File: config.mk
export PLATFORM = sky130hd
export DESIGN_NAME = decode_stage
export DESIGN_NICKNAME = d
export VERILOG_FILES = /design/src/rtl/decode_stage_pkg.sv /design/src/rtl/decode_opcode.sv /design/src/rtl/decode_stage.sv
export SDC_FILE = /design/constraint.sdc
export NUM_CORES = 1
export LEC_CHECK = 0
export ABC_AREA = 1
export BUFFER_PORTS_ARGS = -buffer_cell sky130_fd_sc_hd__buf_4
export CAP_MARGIN = 20
export CORE_UTILIZATION = 57
export CTS_CLUSTER_DIAMETER = 60
export DETAILED_ROUTE_END_ITERATION = 6
export GPL_TIMING_DRIVEN = 0
export HOLD_SLACK_MARGIN = 0.12
export PLACE_DENSITY = 0.88
export SKIP_CTS_REPAIR_TIMING = 1
export SYNTH_ARGS = -nofsm -noshare
export SYNTH_HDL_FRONTEND = slang
export SYNTH_SLANG_ARGS = --single-unit
File: constraint.sdc
create_clock -name i_Clock -period 8.8 [get_ports i_Clock]
set_input_delay 1.32 -clock i_Clock [delete_from_list [all_inputs] [get_ports i_Clock]]
set_output_delay 1.32 -clock i_Clock [all_outputs]
set_load 0.1 [all_outputs]
File: src/rtl/decode_stage_pkg.sv
// Shared decode definitions: immediate selects, RV32I opcodes, buffer states.
// Imported by decode_opcode and decode_stage.
package decode_stage_pkg;

    localparam int IMM_SEL_WIDTH = 2;

    localparam logic [IMM_SEL_WIDTH:0] IMM_UNKNOWN_TYPE = 3'd0;
    localparam logic [IMM_SEL_WIDTH:0] IMM_I_TYPE       = 3'd1;
    localparam logic [IMM_SEL_WIDTH:0] IMM_S_TYPE       = 3'd2;
    localparam logic [IMM_SEL_WIDTH:0] IMM_B_TYPE       = 3'd3;
    localparam logic [IMM_SEL_WIDTH:0] IMM_U_TYPE       = 3'd4;
    localparam logic [IMM_SEL_WIDTH:0] IMM_J_TYPE       = 3'd5;

    localparam logic [6:0] OPCODE_LUI      = 7'b0110111;
    localparam logic [6:0] OPCODE_AUIPC    = 7'b0010111;
    localparam logic [6:0] OPCODE_JAL      = 7'b1101111;
    localparam logic [6:0] OPCODE_JALR     = 7'b1100111;
    localparam logic [6:0] OPCODE_BRANCH   = 7'b1100011;
    localparam logic [6:0] OPCODE_LOAD     = 7'b0000011;
    localparam logic [6:0] OPCODE_STORE    = 7'b0100011;
    localparam logic [6:0] OPCODE_OP_IMM   = 7'b0010011;
    localparam logic [6:0] OPCODE_OP       = 7'b0110011;
    localparam logic [6:0] OPCODE_SYSTEM   = 7'b1110011;
    localparam logic [6:0] OPCODE_MISC_MEM = 7'b0001111;

    typedef enum logic [1:0] {
        ST_EMPTY = 2'd0,
        ST_ONE   = 2'd1,
        ST_TWO   = 2'd2
    } buf_state_t;

endpackage

File: src/rtl/decode_opcode.sv
// Combinational opcode classifier: immediate select and, optionally, legality.
// The o_Legal port exists only when DECODE_ILLEGAL_TRAP_EN is defined.
module decode_opcode
    import decode_stage_pkg::*;
(
    input  logic [6:0]               i_Opcode,
`ifdef DECODE_ILLEGAL_TRAP_EN
    output logic                     o_Legal,
`endif
    output logic [IMM_SEL_WIDTH:0]   o_Imm_Select
);

    logic w_IsU;
    logic w_IsJ;
    logic w_IsI;
    logic w_IsS;
    logic w_IsB;

    assign w_IsU = (i_Opcode == OPCODE_LUI) ||
                   (i_Opcode == OPCODE_AUIPC);
    assign w_IsJ = (i_Opcode == OPCODE_JAL);
    assign w_IsI = (i_Opcode == OPCODE_JALR)   ||
                   (i_Opcode == OPCODE_LOAD)   ||
                   (i_Opcode == OPCODE_OP_IMM) ||
                   (i_Opcode == OPCODE_SYSTEM) ||
                   (i_Opcode == OPCODE_MISC_MEM);
    assign w_IsS = (i_Opcode == OPCODE_STORE);
    assign w_IsB = (i_Opcode == OPCODE_BRANCH);

    // Map the opcode class onto the immediate format; R-type and unknowns share UNKNOWN
    always_comb begin
        o_Imm_Select = IMM_UNKNOWN_TYPE;
        unique case (1'b1)
            w_IsU:   o_Imm_Select = IMM_U_TYPE;
            w_IsJ:   o_Imm_Select = IMM_J_TYPE;
            w_IsI:   o_Imm_Select = IMM_I_TYPE;
            w_IsS:   o_Imm_Select = IMM_S_TYPE;
            w_IsB:   o_Imm_Select = IMM_B_TYPE;
            default: o_Imm_Select = IMM_UNKNOWN_TYPE;
        endcase
    end

`ifdef DECODE_ILLEGAL_TRAP_EN
    // Every mapped opcode ends in 2'b11, so list membership covers the low-bit rule too
    assign o_Legal = w_IsU | w_IsJ | w_IsI | w_IsS | w_IsB |
                     (i_Opcode == OPCODE_OP);
`endif

endmodule

File: src/rtl/decode_stage.sv
// Decode stage: 2-entry skid buffer with decode registered at capture.
// Optional o_Illegal tracking under DECODE_ILLEGAL_TRAP_EN.
module decode_stage
    import decode_stage_pkg::*;
#(
    parameter int XLEN = 32
) (
    input  logic                     i_Clock,
    input  logic                     i_Reset,
    input  logic                     i_Flush,
    input  logic                     i_Valid,
    output logic                     o_Ready,
    input  logic [XLEN-1:0]          i_Instruction,
    input  logic [XLEN-1:0]          i_PC,
    output logic                     o_Valid,
    input  logic                     i_Ready,
    output logic [XLEN-1:0]          o_PC,
    output logic [XLEN-1:7]          o_Instruction_No_Opcode,
    output logic [IMM_SEL_WIDTH:0]   o_Imm_Select,
    output logic [4:0]               o_Rs1,
    output logic [4:0]               o_Rs2,
    output logic [4:0]               o_Rd,
    output logic [2:0]               o_Funct3,
    output logic [6:0]               o_Funct7,
    output logic [6:0]               o_Opcode,
    output logic                     o_Illegal
);

    buf_state_t              r_State;
    logic                    r_Valid;
    logic                    r_Ready;

    logic [XLEN-1:0]         r_HeadPC;
    logic [XLEN-1:0]         r_HeadInstr;
    logic [IMM_SEL_WIDTH:0]  r_HeadImmSel;
    logic [XLEN-1:0]         r_SkidPC;
    logic [XLEN-1:0]         r_SkidInstr;
    logic [IMM_SEL_WIDTH:0]  r_SkidImmSel;

    logic                    w_InFire;
    logic                    w_OutFire;
    logic                    w_LoadHead;
    logic                    w_LoadSkid;
    logic                    w_SkidToHead;
    logic [IMM_SEL_WIDTH:0]  w_ImmSel;

`ifdef DECODE_ILLEGAL_TRAP_EN
    logic                    w_Legal;
    logic                    r_HeadIllegal;
    logic                    r_SkidIllegal;
`endif

    assign w_InFire  = i_Valid & r_Ready;
    assign w_OutFire = r_Valid & i_Ready;

    decode_opcode u_decode_opcode (
        .i_Opcode     (i_Instruction[6:0]),
`ifdef DECODE_ILLEGAL_TRAP_EN
        .o_Legal      (w_Legal),
`endif
        .o_Imm_Select (w_ImmSel)
    );

    // Select which buffer slot moves this cycle, from the current state and fires
    always_comb begin
        w_LoadHead   = 1'b0;
        w_LoadSkid   = 1'b0;
        w_SkidToHead = 1'b0;
        unique case (r_State)
            ST_EMPTY: w_LoadHead = w_InFire;
            ST_ONE: begin
                w_LoadHead = w_InFire & w_OutFire;
                w_LoadSkid = w_InFire & ~w_OutFire;
            end
            ST_TWO:   w_SkidToHead = w_OutFire;
            default: begin
                w_LoadHead   = 1'b0;
                w_LoadSkid   = 1'b0;
                w_SkidToHead = 1'b0;
            end
        endcase
    end

    // Occupancy FSM; valid/ready are registered from the next state
    always_ff @(posedge i_Clock or posedge i_Reset) begin
        if (i_Reset) begin
            r_State <= ST_EMPTY;
            r_Valid <= 1'b0;
            r_Ready <= 1'b0;
        end else if (i_Flush) begin
            r_State <= ST_EMPTY;
            r_Valid <= 1'b0;
            r_Ready <= 1'b1;
        end else begin
            unique case (r_State)
                ST_EMPTY: begin
                    r_Ready <= 1'b1;
                    if (w_InFire) begin
                        r_State <= ST_ONE;
                        r_Valid <= 1'b1;
                    end
                end
                ST_ONE: begin
                    if (w_InFire && !w_OutFire) begin
                        r_State <= ST_TWO;
                        r_Valid <= 1'b1;
                        r_Ready <= 1'b0;
                    end else if (w_OutFire && !w_InFire) begin
                        r_State <= ST_EMPTY;
                        r_Valid <= 1'b0;
                        r_Ready <= 1'b1;
                    end
                end
                ST_TWO: begin
                    if (w_OutFire) begin
                        r_State <= ST_ONE;
                        r_Valid <= 1'b1;
                        r_Ready <= 1'b1;
                    end
                end
                default: begin
                    r_State <= ST_EMPTY;
                    r_Valid <= 1'b0;
                    r_Ready <= 1'b1;
                end
            endcase
        end
    end

    // Head entry: loaded from the input or promoted from the skid slot
    always_ff @(posedge i_Clock or posedge i_Reset) begin
        if (i_Reset) begin
            r_HeadPC     <= '0;
            r_HeadInstr  <= '0;
            r_HeadImmSel <= IMM_UNKNOWN_TYPE;
        end else if (w_LoadHead) begin
            r_HeadPC     <= i_PC;
            r_HeadInstr  <= i_Instruction;
            r_HeadImmSel <= w_ImmSel;
        end else if (w_SkidToHead) begin
            r_HeadPC     <= r_SkidPC;
            r_HeadInstr  <= r_SkidInstr;
            r_HeadImmSel <= r_SkidImmSel;
        end
    end

    // Skid entry: absorbs the one instruction that arrives while the head stalls
    always_ff @(posedge i_Clock or posedge i_Reset) begin
        if (i_Reset) begin
            r_SkidPC     <= '0;
            r_SkidInstr  <= '0;
            r_SkidImmSel <= IMM_UNKNOWN_TYPE;
        end else if (w_LoadSkid) begin
            r_SkidPC     <= i_PC;
            r_SkidInstr  <= i_Instruction;
            r_SkidImmSel <= w_ImmSel;
        end
    end

`ifdef DECODE_ILLEGAL_TRAP_EN
    // Illegal flag travels with its entry through both slots
    always_ff @(posedge i_Clock or posedge i_Reset) begin
        if (i_Reset) begin
            r_HeadIllegal <= 1'b0;
            r_SkidIllegal <= 1'b0;
        end else begin
            if (w_LoadHead) begin
                r_HeadIllegal <= ~w_Legal;
            end else if (w_SkidToHead) begin
                r_HeadIllegal <= r_SkidIllegal;
            end
            if (w_LoadSkid) begin
                r_SkidIllegal <= ~w_Legal;
            end
        end
    end

    assign o_Illegal = r_HeadIllegal;
`else
    assign o_Illegal = 1'b0;
`endif

    assign o_Valid                 = r_Valid;
    assign o_Ready                 = r_Ready;
    assign o_PC                    = r_HeadPC;
    assign o_Instruction_No_Opcode = r_HeadInstr[XLEN-1:7];
    assign o_Imm_Select            = r_HeadImmSel;
    assign o_Rd                    = r_HeadInstr[11:7];
    assign o_Funct3                = r_HeadInstr[14:12];
    assign o_Rs1                   = r_HeadInstr[19:15];
    assign o_Rs2                   = r_HeadInstr[24:20];
    assign o_Funct7                = r_HeadInstr[31:25];
    assign o_Opcode                = r_HeadInstr[6:0];

endmodule

### Word level (Yosys, flattened, before mapping)

Index checks and enable logic that the tools add are counted.
W data, S select, Z words.

* flip-flop bits (word level): 138
* logic and storage cells: 68

* eq/ne operators: 15
* muxes and demuxes: 26
* bitwise gates (word level): 5
* reductions and logical operators: 13

Operators by type and width (number)
* $mux W32: 4
* $eq A7 B7 Y1 const B: 4
* $pmux W3 S5: 1
* $eq A7 B5 Y1 const B: 2
* $eq A7 B6 Y1 const B: 2
* $mux W1: 10
* $mux W2: 5
* $eq A7 B2 Y1 const B: 1
* $eq A7 B4 Y1 const B: 1
* $mux W3: 2
* $ne A3 B3 Y1 const B: 2
* $pmux W2 S3: 1
* $logic_or A1 B1 Y1: 5
* $and A1 B1 Y1: 4
* $ne A4 B4 Y1 const B: 1
* $pmux W1 S2: 2
* $pmux W1 S3: 1
* $reduce_and A3 Y1: 1
* $eq A2 B1 Y1 const B: 1
* $eq A2 B2 Y1 const B: 1
* $logic_and A1 B1 Y1: 2
* $logic_not A1 Y1: 2
* $logic_not A2 Y1: 1
* $reduce_and A2 Y1: 1
* other kinds (2): 2

### Longest topological paths before layout

Gate-level depths: netlist of the first run.

* word-level depth: 7
* gate-level depth with buffers: 11
* depth with buffers taken out: 10

### Cells and area by module

A second synthesis of the first run with hierarchy kept.

* cells, all modules: 676
* area total of the unflattened synthesis: 6078.3 µm²

By module, submodules not included
* decode_stage: instances 1, cells an instance 650, area each 5962.0 µm², sequential area each 3453.3 µm²
* decode_opcode: instances 1, cells an instance 26, area each 116.4 µm², sequential area each 0.0 µm²

### Worst setup path before layout of the first run

Ideal clock, no wire load.

* path type: register -> output
* start: register r_HeadInstr[12]
* end: output port o_Instruction_No_Opcode[12] (netlist name)
* data arrival time: 1.340 ns
* required time: 7.480 ns
* setup slack: 6.140 ns
* stages on the path, launching flop included: 2
* cells stage by stage: dfrtp_1 -> buf_4

RTL lines
* from (decl): RTL line decode_stage.sv:34 `logic [XLEN-1:0] r_HeadInstr;`
* from (signal assigned): RTL line decode_stage.sv:138 `r_HeadInstr <= i_Instruction;`
* from (signal assigned): RTL line decode_stage.sv:142 `r_HeadInstr <= r_SkidInstr;`
* to (decl): RTL line decode_stage.sv:18 `output logic [XLEN-1:7] o_Instruction_No_Opcode,`

No word-level cell between the ends.

### Worst setup path in the final report of the first run

* start: register r_HeadInstr[17]
* end: output port o_Rs1[2]

RTL lines
* to (decl): RTL line decode_stage.sv:20 `output logic [4:0] o_Rs1,`

No word-level cell between the ends.

==> impl_metrics.csv, run 1 <==
group,metric,value,unit
clock_tree,cts-buffers-inserted,17,
drt,highest_layer,"met4",
drt,drt_iter0_drc,307,
logic_synthesis,synth_seq_cells,138,
global_routing,grt_pass1_wl,25.3,mm
global_routing,grt_pass1_vias,5353,
drt,wl_met1,6.26,mm
place,dp_hpwl,10.3,mm
min_path,hold_path_class,"reg -> reg",
drt,via_count,5542,
drt,drc,0,
clock_tree,cts_tree,"done",
logic_synthesis,ys_seq_area_share,57.0,%
cells_and_area,syn_to_final_growth,32.5,%
cells_and_area,drive_gt1_share,27.4,%
logic_synthesis,synth_top_area_share,57.0,%
die,num_rows,37,
clock_tree,cts.clk_slew.worst_paths,0.06,ns
place,portBuffers,162,
critical_path,path_max_fanout,3,
drt,dr_wl_met2,7.72,mm
sta,drv_slew,0,
cells_and_area,final_cell_mix,"nand2_1 (324), buf_4 (189), dfrtp_1 (138), nand3_1 (133), buf_2 (25)",
clock_tree,htreeDepth,4,
drt,antenna_left,0,
sta,worst_slew_margin_rel,62.0,%
clock_tree,root_buffer,"clkbuf_8",
drt,routed_wl,15.4,mm
critical_path,crit_chain,"buf_4, buf_4",
die,initial_core_util,58.7,%
clock_tree,cts_num_sinks,138,
clock_tree,clockBufferDepth,2,
clock_tree,clock_latency,0.51,ns
drt,drt-pass1-iter-count,6,
logic_synthesis,syn_area_per_cell,8.31,sq um
die,dieArea,0.0110,sq mm
sta,fin_crit_sh,29.9,%
sta,skew,0.0122,ns
global_routing,antenna_found_initial,0,
cells_and_area,diodes,0,
sta,fmax,0.380,GHz
logic_synthesis,synth_top_cell_by_area,"dfrtp_1",
sta,tightest_slew,0.570,ns
global_routing,grt_usage,29.4,%
critical_path,cp_slowest_cell,"dfrtp_1",
critical_path,crit_required,7.48,ns
sta,fin_crit,2.63,ns
critical_path,crit_path_end_kind,"output port",
critical_path,crit_path_start_kind,"register",
critical_path,crit_path_frequent_cell,"buf_4",
logic_synthesis,ys_top_cells_by_area,"dfrtp_1 (57%), nand2_1 (20%), nand3_1 (11%)",
global_routing,grt_max_degree,77,
die,die_y,105,um
critical_path,critPathKind,"reg -> out",
drt,drt-vias-per-instance,5.23,
place,place.gp.congestion,0.835,
critical_path,critical_path_arrival,1.31,ns
sta,setup_viol,0,
logic_synthesis,syn_inst,729,
logic_synthesis,synth_nets,800,
die,die_w,105,um
outcome,status,"finished clean",
cells_and_area,finalNetCount,982,
cells_and_area,layout_commonest_cell,"nand2_1",
sta,rsz0062_at_grt,"no",
run,maxCapViolCount,0,
sta,hold_viol,0,
logic_synthesis,syn_area,0.00606,sq mm
critical_path,cp_top_family,"flip-flops",
critical_path,cpPeakStageDelay,0.41,ns
critical_path,cp.buffers_inverters,2,
logic_synthesis,ys_warn_count,0,
sta,tns,0,ns
logic_synthesis,synthDistinctLibCells,19,
global_routing,grt_overflow,0,
drt,wl_per_cell,14.5,um
die,core-area,0.0103,sq mm
drt,wl_met3,1.06,mm
die,ios,164,
## worst min-delay path, stage by stage, from the launching register on
cell	delay (ns)
dfrtp_1	0.34
nand2_1	0.05
nand2_1	0.05
## registers in the layout, summed over array words and instances, names as in the netlist
register and flops:
r_SkidPC 32, r_State 2, o_PC 32, o_Imm_Select 3, r_HeadInstr 32, r_SkidImmSel 3
o_Ready 1, r_SkidInstr 32, o_Valid 1
## synth_stat cells
library cell  instances
nand2_2               1
conb_1                1
nor3_1                1
nand3_1             133
nand2_1             324
nor2_1                6
buf_2                25
buf_4                27
clkinv_1              1
clkbuf_1             15
nand3_2               1
o21a_1                1
inv_1                22
buf_1                 1
inv_2                 3
o211ai_1             10
ha_1                  2
dfrtp_1             138
o21ai_0              17
## kinds of logic (layout without fill, tap and decap cells)
group	Yosys count	in the layout	share of synthesized area, %
and+or+nand+nor	466	466	31.8
DFF	138	138	57.0
buffers and inverters	94	289	8.01
AOI/OAI and AO/OA	28	28	2.77
adders and majority gates	2	2	0.413
other	1	1	0.0619
## cell type report
cell class	instances	area (sq um)
clock buffers	19	442
plain buffers	68	388
repair buffers	163	1240
multi-input cells	497	2120
flip-flops and latches	138	3450
inverters	26	103
well taps	136	170
clock inverters	13	109
fillers	736	2290
## per-stage QoR
| stage | setup slack [ns] | hold slack, ns | cell area, sq um | instances | utilization [%] |
|---|---|---|---|---|---|
| after floorplan | 3.78 | 0.449 | 6060 | 729 | - |
| after global placement | 2.27 | 0.461 | 7450 | 1027 | 72.1 |
| after detailed placement | 5.86 | 0.465 | 7480 | 1028 | 72.5 |
| after CTS | 6.15 | 0.482 | 8030 | 1060 | 77.8 |
| after global routing | 6.13 | 0.497 | 8030 | 1060 | 77.8 |
| final | 6.17 | 0.480 | 8030 | 1060 | 77.8 |
## metal layers
| layer | vias up | GRT usage, % |
|---|---|---|
| li1 | 2669 | - |
| met1 | 2622 | 37.6 |
| met2 | 223 | 49.6 |
| met3 | 28 | 6.30 |
| met4 | 0 | 10.2 |
| met5 | - | 0 |
## final timing paths
kind	start	end	slack, ns	cells past startpoint
max	r_HeadInstr[17]$_DFFE_PP0P_	o_Rs1[2]	6.17	2
min	r_SkidInstr[19]$_DFFE_PP0P_	r_SkidInstr[19]$_DFFE_PP0P_	0.48	2
max reg2reg	o_Ready$_DFFE_PP0P_	o_Valid$_DFFE_PP0P_	6.86	8
min reg2reg	r_SkidInstr[19]$_DFFE_PP0P_	r_SkidInstr[19]$_DFFE_PP0P_	0.48	2
max in group asynchronous	i_Reset	r_HeadInstr[25]$_DFFE_PP0P_	7.16	3
min in group asynchronous	i_Reset	o_PC[10]$_DFFE_PP0P_	0.87	2
Power of run 1 is left out: the tool's default activity adds up to more than one toggle a clock period on the data nets, which glitch-free logic cannot reach.
==> inputs of run 2 (changes only) <==
- CORE_UTILIZATION: 57 -> 53
- PLACE_DENSITY: 0.88 -> 0.82
- clock period: 8.8 -> 2.5 ns (I/O delays scaled with it)
==> run 2 against run 1 <==
Sequential share of layout area shrank 0.46 points. Hold slack lost 0.38 ns. Critical path type is now reg -> reg. Cell count grew 0.47%. Non-clock buffer count grew 2. Largest cell class unchanged. Flip-flop and latch count is the same. Clock-buffer cell count grew 1. Via count grew 0.47%. Worst setup slack lost 5.6 ns. Die area grew 7.4%. Wire length grew 0.19%. Critical path depth grew 6.
==> impl_metrics.csv, run 2 (synthesis gave the netlist of run 1 again) <==
group,metric,value,unit
outcome,status,"finished clean",
die,die_y,109,um
sta,setup_viol,0,
critical_path,timing.rr.end,"o_Valid$_DFFE_PP0P_",
global_routing,grt_usage,27.1,%
drt,wl_per_cell,14.4,um
critical_path,timing.rr.start,"o_Ready$_DFFE_PP0P_",
clock_tree,clockBufferDepth,2,
critical_path,crit_required,2.80,ns
cells_and_area,fin_area,0.00812,sq mm
critical_path,crit_path_start,"o_Ready$_DFFE_PP0P_",
cells_and_area,syn_to_final_growth,33.9,%
place,place.gp.congestion,0.858,
sta,skew,0.00867,ns
sta,worst_slew_margin_rel,46.7,%
critical_path,crit_path_start_kind,"register",
global_routing,grt_overflow,0,
sta,tightest_slew,0.798,ns
cells_and_area,finalNetCount,984,
critical_path,critical_path_arrival,2.22,ns
critical_path,reg2reg_slack,0.57,ns
critical_path,path_max_fanout,10,
drt,drc,0,
die,core-area,0.0110,sq mm
drt,drt_iter0_drc,412,
clock_tree,cts-buffers-inserted,17,
sta,fin_crit,1.93,ns
critical_path,critPathKind,"reg -> reg",
cells_and_area,final_cells,1065,
place,place_area,0.00752,sq mm
sta,hold_viol,0,
clock_tree,cts.clk_slew.worst_paths,0.06,ns
cells_and_area,layout_commonest_cell,"nand2_1",
cells_and_area,final_cell_mix,"nand2_1 (324), buf_4 (189), dfrtp_1 (138), nand3_1 (133), buf_2 (25)",
global_routing,grt_max_degree,39,
drt,antenna_left,0,
clock_tree,htreeDepth,4,
place,dp_hpwl,10.7,mm
drt,routed_wl,15.4,mm
global_routing,antenna_found_initial,0,
clock_tree,clock_latency,0.42,ns
die,initial_core_util,55.2,%
drt,via_count,5568,
place,portBuffers,162,
critical_path,worst-r2r-cell-count,8,
global_routing,grt_pass1_vias,5260,
die,dieArea,0.0119,sq mm
min_path,hold_path_class,"in -> async",
drt,drt-pass1-iter-count,6,
sta,tns,0,ns
drt,drt-vias-per-instance,5.23,
sta,fin_crit_sh,77.1,%
critical_path,crit_end,"o_Valid$_DFFE_PP0P_",
sta,drv_slew,0,
place,dp.cells,1034,
die,ios,164,
clock_tree,cts_tree,"done",
sta,fmax,0.518,GHz
die,num_rows,38,
critical_path,crit_path_end_kind,"register",
cells_and_area,drive_gt1_share,27.4,%
cells_and_area,diodes,0,
clock_tree,root_buffer,"clkbuf_16",
global_routing,grt_pass1_wl,24.4,mm
clock_tree,cts_num_sinks,138,
die,die_w,109,um
run,maxCapViolCount,0,
sta,rsz0062_at_grt,"no",
[run 2: cell types whose count changed in the layout (fill, tap and decap cells not counted), sizes merged]
cell / change
inv: -5
bufinv: +3
clkinv: -3
clkinvlp: +3
buf: +2
clkbuf: +1
[run 2: area by class of cell]
type / instances / area (sq um)
plain buffers: 68 / 388
clock buffers: 20 / 457
clock inverters: 11 / 145
fillers: 809 / 2870
inverters: 26 / 101
multi-input cells: 497 / 2120
flip-flops and latches: 138 / 3450
well taps: 140 / 175
repair buffers: 165 / 1280
[run 2: how the worst min path moves through the flow]
stage                                      from                           to  cells after the start
detailed placement  r_SkidInstr[12]$_DFFE_PP0P_  r_SkidInstr[12]$_DFFE_PP0P_                      2
CTS                                     i_Reset      r_SkidPC[3]$_DFFE_PP0P_                      2
global placement       r_SkidPC[25]$_DFFE_PP0P_     r_SkidPC[25]$_DFFE_PP0P_                      2
global route                            i_Reset      r_SkidPC[4]$_DFFE_PP0P_                      2
floorplan           r_SkidInstr[10]$_DFFE_PP0P_  r_SkidInstr[10]$_DFFE_PP0P_                      2
finish                                  i_Reset      r_SkidPC[4]$_DFFE_PP0P_                      2
[run 2: per-stage QoR]
step	setup slack, ns	hold slack (ns)	util [%]
6_report	0.571	0.0977	73.9
5_1_grt	0.429	0.143	73.9
4_1_cts	0.597	0.112	73.9
3_5_place_dp	0.545	0.465	68.4
3_3_place_gp	-0.370	0.461	67.9
2_1_floorplan	0.303	0.449	-
[run 2: routing by layer]
layer / up-vias / share of wire (%) / global-route usage (%)
li1: 2666 / - / -
met1: 2642 / 41 / 33.9
met2: 239 / 50 / 45.4
met3: 21 / 8.5 / 6.63
met4: 0 / 1.3 / 10.7
met5: - / 0 / 0
[run 2: critical path, cell delays in order, from the launching register on]
cell and delay, ns:
dfrtp_1 0.40, nand2_1 0.12, inv_1 0.08, ha_1 0.19, nand3_1 0.16, clkinv_1 0.27, buf_2 0.29, o21ai_0 0.18
o21ai_0 0.12
Power of run 2 is left out for the same reason.
==> inputs of run 3 (changes only) <==
- ABC_AREA: 1 -> 0
- CORE_UTILIZATION: 53 -> 52
- PLACE_DENSITY: 0.82 -> 0.81
- clock period: 2.5 -> 1.9 ns (I/O delays scaled with it)
==> run 3 against run 2 <==
Non-clock buffer count up 30. Flip-flop and latch count unchanged. Design area up 5.3%. Critical path type unchanged. Critical endpoint is now o_PC[0]$_DFFE_PP0P_.
==> impl_metrics.csv, run 3 <==
group,metric,value,unit
outcome,status,"finished clean",
drt,wl_per_cell,18.2,um
logic_synthesis,async_reset_ff_share,100,%
critical_path,crit_chain,"and2_4, ha_4, and3b_2, a21o_4, buf_12, buf_6, a221o_1",
power,p_leak,0.00408,uW
critical_path,reg2reg_slack,0.01,ns
critical_path,critical_path_arrival,2.18,ns
sta,fin_crit,1.89,ns
place,place.gp.congestion,0.802,
drt,antenna_left,0,
place,dp.cells,743,
sta,fmax,0.529,GHz
power,p_per_area,1450,mW/mm^2
sta,setup_viol,0,
global_routing,grt_overflow,0,
logic_synthesis,ys_warn_count,0,
power,max-vdd-ir-drop,899,uV
die,dieArea,0.0119,sq mm
die,ios,164,
logic_synthesis,synth_seq_cells,138,
critical_path,crit_path_end_kind,"register",
sta,skew,0.00594,ns
global_routing,grt_pass1_wl,22.4,mm
logic_synthesis,synthDistinctLibCells,33,
logic_synthesis,synth_top_cell_by_area,"dfrtp_1",
drt,drt-pass1-iter-count,4,
logic_synthesis,synth_top_area_share,57.9,%
critical_path,cp.buffers_inverters,2,
cells_and_area,final_cell_mix,"buf_4 (201), dfrtp_1 (136), mux2_2 (66), a221o_1 (65), and2_1 (60)",
cells_and_area,finalNetCount,735,
clock_tree,clock_latency,0.41,ns
sta,fin_ws,0.0109,ns
logic_synthesis,ys_top_cells_by_area,"dfrtp_1 (58%), mux2_2 (12%), a221o_1 (11%)",
critical_path,cp_top_family,"compound AO/OA/AOI/OAI gates",
clock_tree,clockBufferDepth,2,
sta,rsz0062_at_grt,"yes",
logic_synthesis,synth_edf_count,0,
die,core-area,0.0110,sq mm
global_routing,grt_max_degree,45,
die,die_w,109,um
cells_and_area,num-fill-cells,675,
cells_and_area,drive_gt1_share,48.9,%
drt,drc,0,
logic_synthesis,syn_area,0.00596,sq mm
min_path,hold_path_class,"in -> reg",
logic_synthesis,synth_nets,509,
drt,drt_iter0_drc,193,
cells_and_area,final_cells,817,
drt,drt-vias-per-instance,5.49,
sta,tightest_slew,0.779,ns
die,initial_core_util,54.3,%
clock_tree,cts_num_sinks,138,
sta,worst_slew_margin_rel,47.9,%
critical_path,crit_required,2.19,ns
sta,hold_slack,0.120,ns
cells_and_area,syn_to_final_growth,43.4,%
sta,hold_viol,0,
die,num_rows,38,
critical_path,path_max_fanout,10,
cells_and_area,layout_commonest_cell,"buf_4",
clock_tree,htreeDepth,4,
run,maxCapViolCount,0,
sta,drv_slew,0,
critical_path,critPathKind,"reg -> reg",
logic_synthesis,syn_inst,438,
clock_tree,root_buffer,"clkbuf_16",
logic_synthesis,syn_area_per_cell,13.6,sq um
place,place_area,0.00753,sq mm
drt,via_count,4483,
die,die_y,109,um
clock_tree,cts.clk_slew.worst_paths,0.06,ns
power,power,12400,uW
critical_path,crit_path_start_kind,"register",
cells_and_area,fin_area,0.00855,sq mm
place,dp_hpwl,9.88,mm
logic_synthesis,ys_seq_area_share,57.9,%
logic_synthesis,ys_top_cells_by_count,"dfrtp_1 (138), mux2_2 (66), a221o_1 (65)",
clock_tree,cts-buffers-inserted,17,
clock_tree,cts_tree,"done",
global_routing,grt_usage,25.1,%
logic_synthesis,synthFlopType,"dfrtp_1",
place,dp_worst_setup_slack,-0.196,ns
critical_path,cp_slowest_cell,"dfrtp_2",
drt,routed_wl,14.9,mm
logic_synthesis,yosysMostFrequentCell,"dfrtp_1",
global_routing,antenna_found_initial,0,
place,portBuffers,162,
critical_path,cpPeakStageDelay,0.41,ns
global_routing,grt_pass1_vias,4474,
cells_and_area,diodes,0,
sta,fin_crit_sh,99.4,%
==> run 3: report_power, final <==
| group | leakage (uW) | switching, uW | internal [uW] | total (uW) |
|---|---|---|---|---|
| Sequential | 0.00168 | 427 | 3710 | 4130 |
| Clock | 0.000284 | 1190 | 2030 | 3210 |
| Combinational | 0.00212 | 3540 | 1470 | 5020 |
==> run 3: final cells by class <==
type | instances | area [sq um] | area share [%]
repair buffers | 208 | 1700 | 19.9
plain buffers | 55 | 452 | 5.28
clock buffers | 24 | 482 | 5.64
multi-input cells | 240 | 2170 | 25.4
clock inverters | 8 | 92.6 | 1.08
flip-flops and latches | 138 | 3460 | 40.4
well taps | 140 | 175 | 2.05
inverters | 4 | 18.8 | 0.220
==> run 3: cells by family after synthesis <==
family,after synthesis,share of synthesized area [%]
AOI/OAI and AO/OA,78,12.4
DFF,138,57.9
adders and majority gates,2,0.420
muxes,70,13.1
and+or+nand+nor,88,9.34
other,1,0.0629
xor gates and xnor gates,1,0.147
buffers and inverters,60,6.55
==> run 3: final timing paths <==
path	endpoint	cells after the start	start
worst max-delay path	o_PC[0]$_DFFE_PP0P_	7	o_Ready$_DFFE_PP0P_
worst min-delay path	o_PC[10]$_DFFE_PP0P_	2	i_PC[10]
worst max register to register	o_PC[0]$_DFFE_PP0P_	7	o_Ready$_DFFE_PP0P_
worst min register to register	r_SkidInstr[16]$_DFFE_PP0P_	1	r_SkidInstr[16]$_DFFE_PP0P_
max in group asynchronous	o_Valid$_DFFE_PP0P_	4	i_Reset
min in group asynchronous	o_PC[3]$_DFFE_PP0P_	3	i_Reset
==> run 3: through the flow <==
stage | util, % | TNS (ns)
after floorplan | - | -24.70
after global placement | 68.0 | -123.49
after detailed placement | 68.5 | -5.71
after CTS | 73.8 | -5.43
after global routing | 77.8 | -0.553
final | 77.8 | 0
==> run 3: per-layer routing <==
metal | wire length [um] | share of wire, % | up-vias | GRT usage, %
li1 | - | - | 2036 | -
met1 | 6200 | 42 | 2289 | 32.0
met2 | 7580 | 51 | 138 | 40.3
met3 | 933 | 6.3 | 20 | 8.13
met4 | 194 | 1.3 | 0 | 8.11
met5 | 0 | 0 | - | 0
Power figures use the tool's default switching activity.
